[config.mk]
export PLATFORM = sky130hd
export DESIGN_NAME = tempn_stream_reader
export DESIGN_NICKNAME = d
export VERILOG_FILES = /design/src/rtl/tempn_pkg.sv /design/src/rtl/tempn_stream_reader.sv
export SDC_FILE = /design/constraint.sdc
export NUM_CORES = 1
export LEC_CHECK = 0
export ABC_AREA = 1
export CELL_PAD_IN_SITES_DETAIL_PLACEMENT = 2
export CELL_PAD_IN_SITES_GLOBAL_PLACEMENT = 2
export CORE_ASPECT_RATIO = 1.4
export CORE_MARGIN = 5
export CORE_UTILIZATION = 28
export CTS_BUF_LIST = sky130_fd_sc_hd__clkbuf_2
export DETAILED_ROUTE_END_ITERATION = 10
export PLACE_DENSITY = 0.91
export SLEW_MARGIN = 20
export SYNTH_ARGS = -nofsm -noshare
export SYNTH_HDL_FRONTEND = slang
export SYNTH_SLANG_ARGS = --single-unit
[constraint.sdc]
create_clock -name clk -period 2 [get_ports clk]
set_clock_uncertainty 0.15 [all_clocks]
set_input_delay 0.2 -clock clk [delete_from_list [all_inputs] [get_ports clk]]
set_output_delay 0.2 -clock clk [all_outputs]
set_load 0.05 [all_outputs]
[src/rtl/tempn_pkg.sv]
// Shared TempN scratch-memory definitions, used by both the reader and writer sides.
package tempn_pkg;

  localparam int TEMPN_DATA_W = 26;
  localparam int TEMPN_ADDR_W = 11;

  typedef logic [TEMPN_ADDR_W-1:0] tempn_addr_t;
  typedef logic [TEMPN_DATA_W-1:0] tempn_word_t;

  typedef enum logic [1:0] {
    TEMPN_IDLE  = 2'd0,
    TEMPN_RUN   = 2'd1,
    TEMPN_FLUSH = 2'd2
  } tempn_state_e;

endpackage

[src/rtl/tempn_stream_reader.sv]
// TempN read sequencer: walks a (base, count, stride) window over the scratch memory
// and streams each word out on a registered valid/ready interface with last/busy/done.
module tempn_stream_reader
  import tempn_pkg::*;
#(
  parameter int DATA_W = TEMPN_DATA_W,
  parameter int ADDR_W = TEMPN_ADDR_W,
  parameter int CNT_W  = ADDR_W + 1
) (
  input  logic              clk,
  input  logic              rst_n,
  input  logic              start,
  input  logic              abort,
  input  logic [ADDR_W-1:0] cfg_base,
  input  logic [CNT_W-1:0]  cfg_count,
  input  logic [ADDR_W-1:0] cfg_stride,
  output logic [ADDR_W-1:0] mem_raddr,
  input  logic [DATA_W-1:0] mem_rdata,
  output logic [DATA_W-1:0] out_data,
  output logic              out_valid,
  output logic              out_last,
  input  logic              out_ready,
  output logic              busy,
  output logic              done
);

  localparam logic [1:0] S_IDLE  = TEMPN_IDLE;
  localparam logic [1:0] S_RUN   = TEMPN_RUN;
  localparam logic [1:0] S_FLUSH = TEMPN_FLUSH;

  logic [1:0]        r_state;
  logic [ADDR_W-1:0] r_addr;
  logic [ADDR_W-1:0] r_stride;
  logic [CNT_W-1:0]  r_remaining;
  logic [DATA_W-1:0] r_data;
  logic              r_valid;
  logic              r_last;
  logic              r_busy;
  logic              r_done;

  logic              w_accept;
  logic              w_load;
  logic              w_final;

  assign w_accept = r_valid && out_ready;
  // The output register refills whenever it is empty or being drained this cycle.
  assign w_load   = (r_state == S_RUN) && (r_remaining != '0) && (!r_valid || out_ready);
  assign w_final  = (r_remaining == CNT_W'(1));

  // NOTE: all state below is sequential, so every assignment is non-blocking; blocking
  // assignments here would make downstream reads in the same block see next-cycle values.
  always_ff @(posedge clk or negedge rst_n) begin
    if (!rst_n) begin
      r_state     <= S_IDLE;
      r_addr      <= '0;
      r_stride    <= '0;
      r_remaining <= '0;
      r_data      <= '0;
      r_valid     <= 1'b0;
      r_last      <= 1'b0;
      r_busy      <= 1'b0;
      r_done      <= 1'b0;
    end else begin
      r_done <= 1'b0;
      if (abort) begin
        r_state     <= S_IDLE;
        r_remaining <= '0;
        r_valid     <= 1'b0;
        r_last      <= 1'b0;
        r_busy      <= 1'b0;
      end else begin
        case (r_state)
          S_IDLE: begin
            r_busy <= start;
            if (start) begin
              r_addr      <= cfg_base;
              r_stride    <= cfg_stride;
              r_remaining <= cfg_count;
              // An empty window completes immediately without leaving IDLE.
              if (cfg_count == '0) r_done  <= 1'b1;
              else                 r_state <= S_RUN;
            end
          end
          S_RUN: begin
            if (w_load) begin
              r_data      <= mem_rdata;
              r_valid     <= 1'b1;
              r_last      <= w_final;
              r_addr      <= r_addr + r_stride;
              r_remaining <= r_remaining - CNT_W'(1);
              if (w_final) r_state <= S_FLUSH;
            end else if (w_accept) begin
              r_valid <= 1'b0;
            end
          end
          S_FLUSH: begin
            if (w_accept) begin
              r_valid <= 1'b0;
              r_last  <= 1'b0;
              r_done  <= 1'b1;
              r_busy  <= 1'b0;
              r_state <= S_IDLE;
            end
          end
          default: r_state <= S_IDLE;
        endcase
      end
    end
  end

  assign mem_raddr = r_addr;
  assign out_data  = r_data;
  assign out_valid = r_valid;
  assign out_last  = r_last;
  assign busy      = r_busy;
  assign done      = r_done;

endmodule

======== Word level (Yosys, flattened, before mapping) ========
Cells that the tools add are included.
storage, ports and cells
  output and inout port bits .............. 41
  bits in registers ....................... 66
  word-level logic and storage cells ...... 70
cells by class
  mux-type cells .......................... 29
  bitwise gates (word level) .............. 1
  equal/unequal tests ..................... 10
  reductions and logical operators ........ 19
  add/sub/neg operators ................... 2
operator list
  kind                     number
  $mux W12                 3
  $pmux W12 S2             1
  $mux W11                 2
  $pmux W11 S2             1
  $ne A3 B3 Y1 const B     5
  $eq A12 B1 Y1 const B    1
  $logic_not A12 Y1        1
  $mux W2                  6
  $reduce_and A3 Y1        4
  $reduce_bool A12 Y1      1
  $sub A12 B1 Y12 const B  1
  $add A11 B11 Y11         1
  $mux W1                  11
  $reduce_bool A3 Y1       3
  $pmux W1 S2              4
  $pmux W2 S3              1
  $reduce_and A5 Y1        1
  $ne A2 B2 Y1 const B     2
  $reduce_and A4 Y1        1
  $logic_and A1 B1 Y1      3
  $eq A2 B1 Y1 const B     1
  $eq A2 B2 Y1 const B     1
  $logic_not A2 Y1         1
  $reduce_and A2 Y1        1
  4 further kinds          4

======== Logic depth before layout (Yosys ltp) ========
  depth in word-level cells ............... 6
  gate-level depth with buffers ........... 12

======== Worst setup path before layout ========
No wires, ideal clock.
  kind .................................... reg2reg
  start point ............................. register r_addr[0] (netlist: mem_raddr[0])
  end point ............................... register r_addr[8] (netlist: mem_raddr[8])
  setup time .............................. 0.123 ns
  slack ................................... -0.166 ns
  required time ........................... 1.727 ns
  data arrival time ....................... 1.893 ns
  stages on the path, launching flop included .. 11
  path through ............................ dfrtp_1 -> ha_1 -> fa_1 -> nand3_1 -> nand3_1 -> nand4_1 -> nand2_1 -> nand2_1 -> nand2_1 -> o21ai_0 -> nand2_1
between the ends
  longest elaborated chain between the ends .. 3
ends and longest elaborated chain
  item                    line                       source
  start, declared         tempn_stream_reader.sv:32  logic [ADDR_W-1:0] r_addr;
  start signal, assigned  tempn_stream_reader.sv:76  r_addr <= cfg_base;
  start signal, assigned  tempn_stream_reader.sv:89  r_addr <= r_addr + r_stride;
  $add A11 B11 Y11        tempn_stream_reader.sv:89
  $mux W11                tempn_stream_reader.sv:85  if (w_load) begin
  $pmux W11 S2            tempn_stream_reader.sv:72  case (r_state)
Every way passes these cells. The select of a mux whose other input is x is not followed.
A chain may end at the register's enable or synchronous reset.

======== Worst setup path in the final report ========
  start point ............................. register r_addr[0] (netlist: mem_raddr[0])
  end point ............................... register r_addr[6] (netlist: mem_raddr[6])
The elaborated chain is that of the path after synthesis.

==> key figures <==
Timing
  • Rel. slew slack: 63.2%
  • Worst-Margin Slew: 0.548 ns
  • Fmax: about 480 MHz
  • Hold_ws: between 0.015 and 0.02 ns
  • Final Hold Fails: 0
  • Final setup viols: 1
  • RSZ-0062 raised after global routing: true
  • Min Tclk post-route: about 2.1 ns
  • Final worst slack: -0.0907 ns
  • Period utilization: 105%
  • Slew Limit Fails: 0

Synth
  • Post-synth top flop: dfrtp_1
  • Synth Warn #: 0
  • Syn Std Cell Area: 3780 µm²
  • Count leader, synth: nand2_1
  • Synth top area share: 43.7%
  • Post-Synth Adder-Cell Area: 4.83%
  • Simple-Gate Fraction of Synth Area: 29.9%
  • Largest family of logic cells by synthesized area: simple AND/OR/NAND/NOR gates
  • Multiplexer area fraction after synthesis: 3.27%
  • Synth area leaders: dfrtp_1 (44%), nand2_1 (18%), o21ai_0 (6.4%)
  • EDFF count, synth: 0
  • Mapped Cells: 494
  • Synthesized net count: 573
  • Number of distinct library cells after synthesis: 33
  • Post-Synth XOR/XNOR Area: 1.62%
  • Asr flop ratio synth: 100%
  • Seq/Total Area, Yosys: 43.7%
  • Area leader, netlist: dfrtp_1
  • Synth Register Bits: 66
  • Mean Syn Cell Area: 7.66 µm²
  • Post-synthesis compound-gate area fraction: 11.3%
  • Post-synth top cells: nand2_1 (186), dfrtp_1 (66), nor2_1 (48), o21ai_0 (48), inv_1 (30)

Critical path
  • Crit start category: flip-flop
  • Arr. time, crit path: 2.36 ns
  • Crit path max fanout: 3
  • Type of the worst setup path: reg2reg
  • CP endpoint kind: flip-flop
  • Worst reg2reg path depth: 10
  • WP data required: 2.27 ns
  • R2R setup slack: -0.09 ns

Global routing
  • GRT Resource Usage Total: between 10% and 20%
  • GRT overflow: 0
  • Global-route wire length before repair: ~24,000 µm
  • Initial antenna violation count: 1
  • Largest net degree at the start of global routing: 67
  • Number of global-route vias before repair: 4,636

Power and ir drop
  • Logic pwr share: between 60% and 70%
  • Peak supply drop: 0.000648 V
  • Switching Power: 0.00554 W
  • Tot Pwr: 0.0102 W
  • Sw frac: 54.4%
  • PwrDens: 1820 nW/µm²
  • Clock share of power: about a tenth
  • Leak pwr: ~2.6 nW
  • Pint: 0.00464 W
  • Power share of the sequential group: 24.3%

Floorplan
  • Core ar.: 13,300 µm²
  • Row count: 50
  • Die width: 108 µm
  • Die height: 148 µm
  • Initial Utilization: 28.4%
  • Die area: approximately 16,000 µm²
  • I/O Pins: 106

Drt
  • Vias: roughly 4,000
  • Drt via density: 4.81
  • Drt pass-1 iters: 4
  • DR iter-0 viols: a little over 90
  • Wire per inst: 18.9 µm
  • Antenna Violating Nets Remaining: 0
  • DRC viols: 0
  • Final wirelength: ~16,000 µm

Min path
  • Hold/Removal Path Class: in2async

Status
  • Status: complete, but fails checks
  • Failing checks: negative setup slack

Final layout
  • Final Util: 41.9%
  • Fin cells: a little over 800
  • Multi-input gate area: 2070 µm²
  • Filler cells: ~1,500
  • Storage element area: roughly 1700 µm²
  • Area Growth Syn to Fin: 47.7%
  • Nets: 715
  • Layout cells sized above 1: 16.7%

Place
  • Pre-CTS setup slack: -0.149 ns
  • I/O Buffers: 105
  • GPL Wtd Cong: 0.883
  • Placed instance count: 787
  • Post-DP HPWL: ~11,000 µm

CTS
  • CTS tree: built
  • Clk buf depth: 2
  • Worst-skew pair later-pin latency: approximately 0.52 ns
  • Clock sink count: 66
  • Num CTS Buffers: 9
  • Clock transition at path regs: 0.23 ns
  • CTS Root Cell: clkbuf_2
  • H-tree depth: 3

Run
  • Max-cap violations: 0
what timing repair did:
action / in CTS / in global routing
gates cloned: 1 / 0
hold buffers: 11 / 0
resized for setup: 43 / 31
buffers inserted: 2 / 6
pin swaps: 1 / 7
setup endpoints to repair: 65 / 36
hold endpoints to repair: 76 / 0
layout by cell type (no fill, tap or decap), drive strengths merged, types with 4 or more instances in the layout:
cell | synthesis | routed
o21ai | 55 | 55
clkdlybuf4s50 | 0 | 63
nor2 | 53 | 54
clkbuf | 4 | 11
inv | 32 | 34
dlygate4sd2 | 0 | 35
buf | 11 | 34
dfrtp | 66 | 66
mux2 | 11 | 11
nand4 | 4 | 4
nand3 | 19 | 19
ha | 13 | 13
a22oi | 4 | 4
nand2 | 188 | 188
dlygate4sd3 | 0 | 11
a21oi | 15 | 15
or2 | 5 | 5
xnor2 | 4 | 4
per-stage QoR:
stage          TNS (ns)  cell area [µm²]
2_1_floorplan         0             3800
3_3_place_gp          0             5170
3_5_place_dp     -0.642             5170
4_1_cts               0             5420
5_1_grt          -0.399             5590
6_report        -0.0907             5590
registers in the layout (all words and copies together) (netlist names):
signal	flops
r_stride	11
done	1
out_data	26
mem_raddr	11
out_valid	1
r_state	2
out_last	1
busy	1
r_remaining	12
worst max-delay path, stage by stage, from the launching register on:
cell	delay, ns
dfrtp_2	0.48
ha_4	0.17
fa_2	0.39
nand3_2	0.10
nand3_4	0.08
nand2_2	0.08
nand2_2	0.06
nand2_2	0.08
nand2_2	0.07
o21ai_2	0.20
nand2_1	0.11
path summary, 6_finish.rpt:
check / start / endpoint
max: mem_raddr[0] / mem_raddr[6]
min: rst_n / r_stride[2]
max reg2reg: mem_raddr[0] / mem_raddr[6]
min reg2reg: r_remaining[10] / r_remaining[10]
max in group asynchronous: rst_n / r_remaining[9]
min in group clk: mem_rdata[10] / out_data[10]
metal layers:
layer / up-vias / global-route usage [%] / share of wire (%)
met5: - / 0 / 0
met4: 0 / 7.52 / 3.1
met3: 31 / 3.36 / 3.6
met2: 99 / 37.2 / 56
met1: 1967 / 20.4 / 37
li1: 1870 / - / -
kinds of logic (layout without fill, tap and decap cells):
group,Yosys count,count (layout)
mux,11,11
buf+inv,47,193
flops,66,66
xor+xnor,7,7
other cells,0,1
compound gates,77,77
simple gates,272,273
fa+ha+maj,14,14
power by group through the flow:
| stage | Sequential, W | Clock, W | Combinational (W) |
|---|---|---|---|
| after floorplan | 0.00371 | 0 | 0.00278 |
| after global placement | 0.00243 | 0 | 0.00595 |
| after detailed placement | 0.00248 | 0 | 0.00636 |
| after CTS | 0.00244 | 0.00103 | 0.00628 |
| after global routing | 0.00256 | 0.00109 | 0.00729 |
| final | 0.00247 | 0.00101 | 0.00671 |
area by class of cell:
| type | count | area share, % |
|---|---|---|
| multi-input cells | 382 | 37.0 |
| clock buffers | 9 | 0.806 |
| inverters | 32 | 2.15 |
| diodes | 1 | 0.0448 |
| well taps | 182 | 4.08 |
| repair buffers | 145 | 24.5 |
| clock inverters | 7 | 1.79 |
| flip-flops and latches | 66 | 29.6 |
Note: power is estimated with default switching activity, not from simulation.
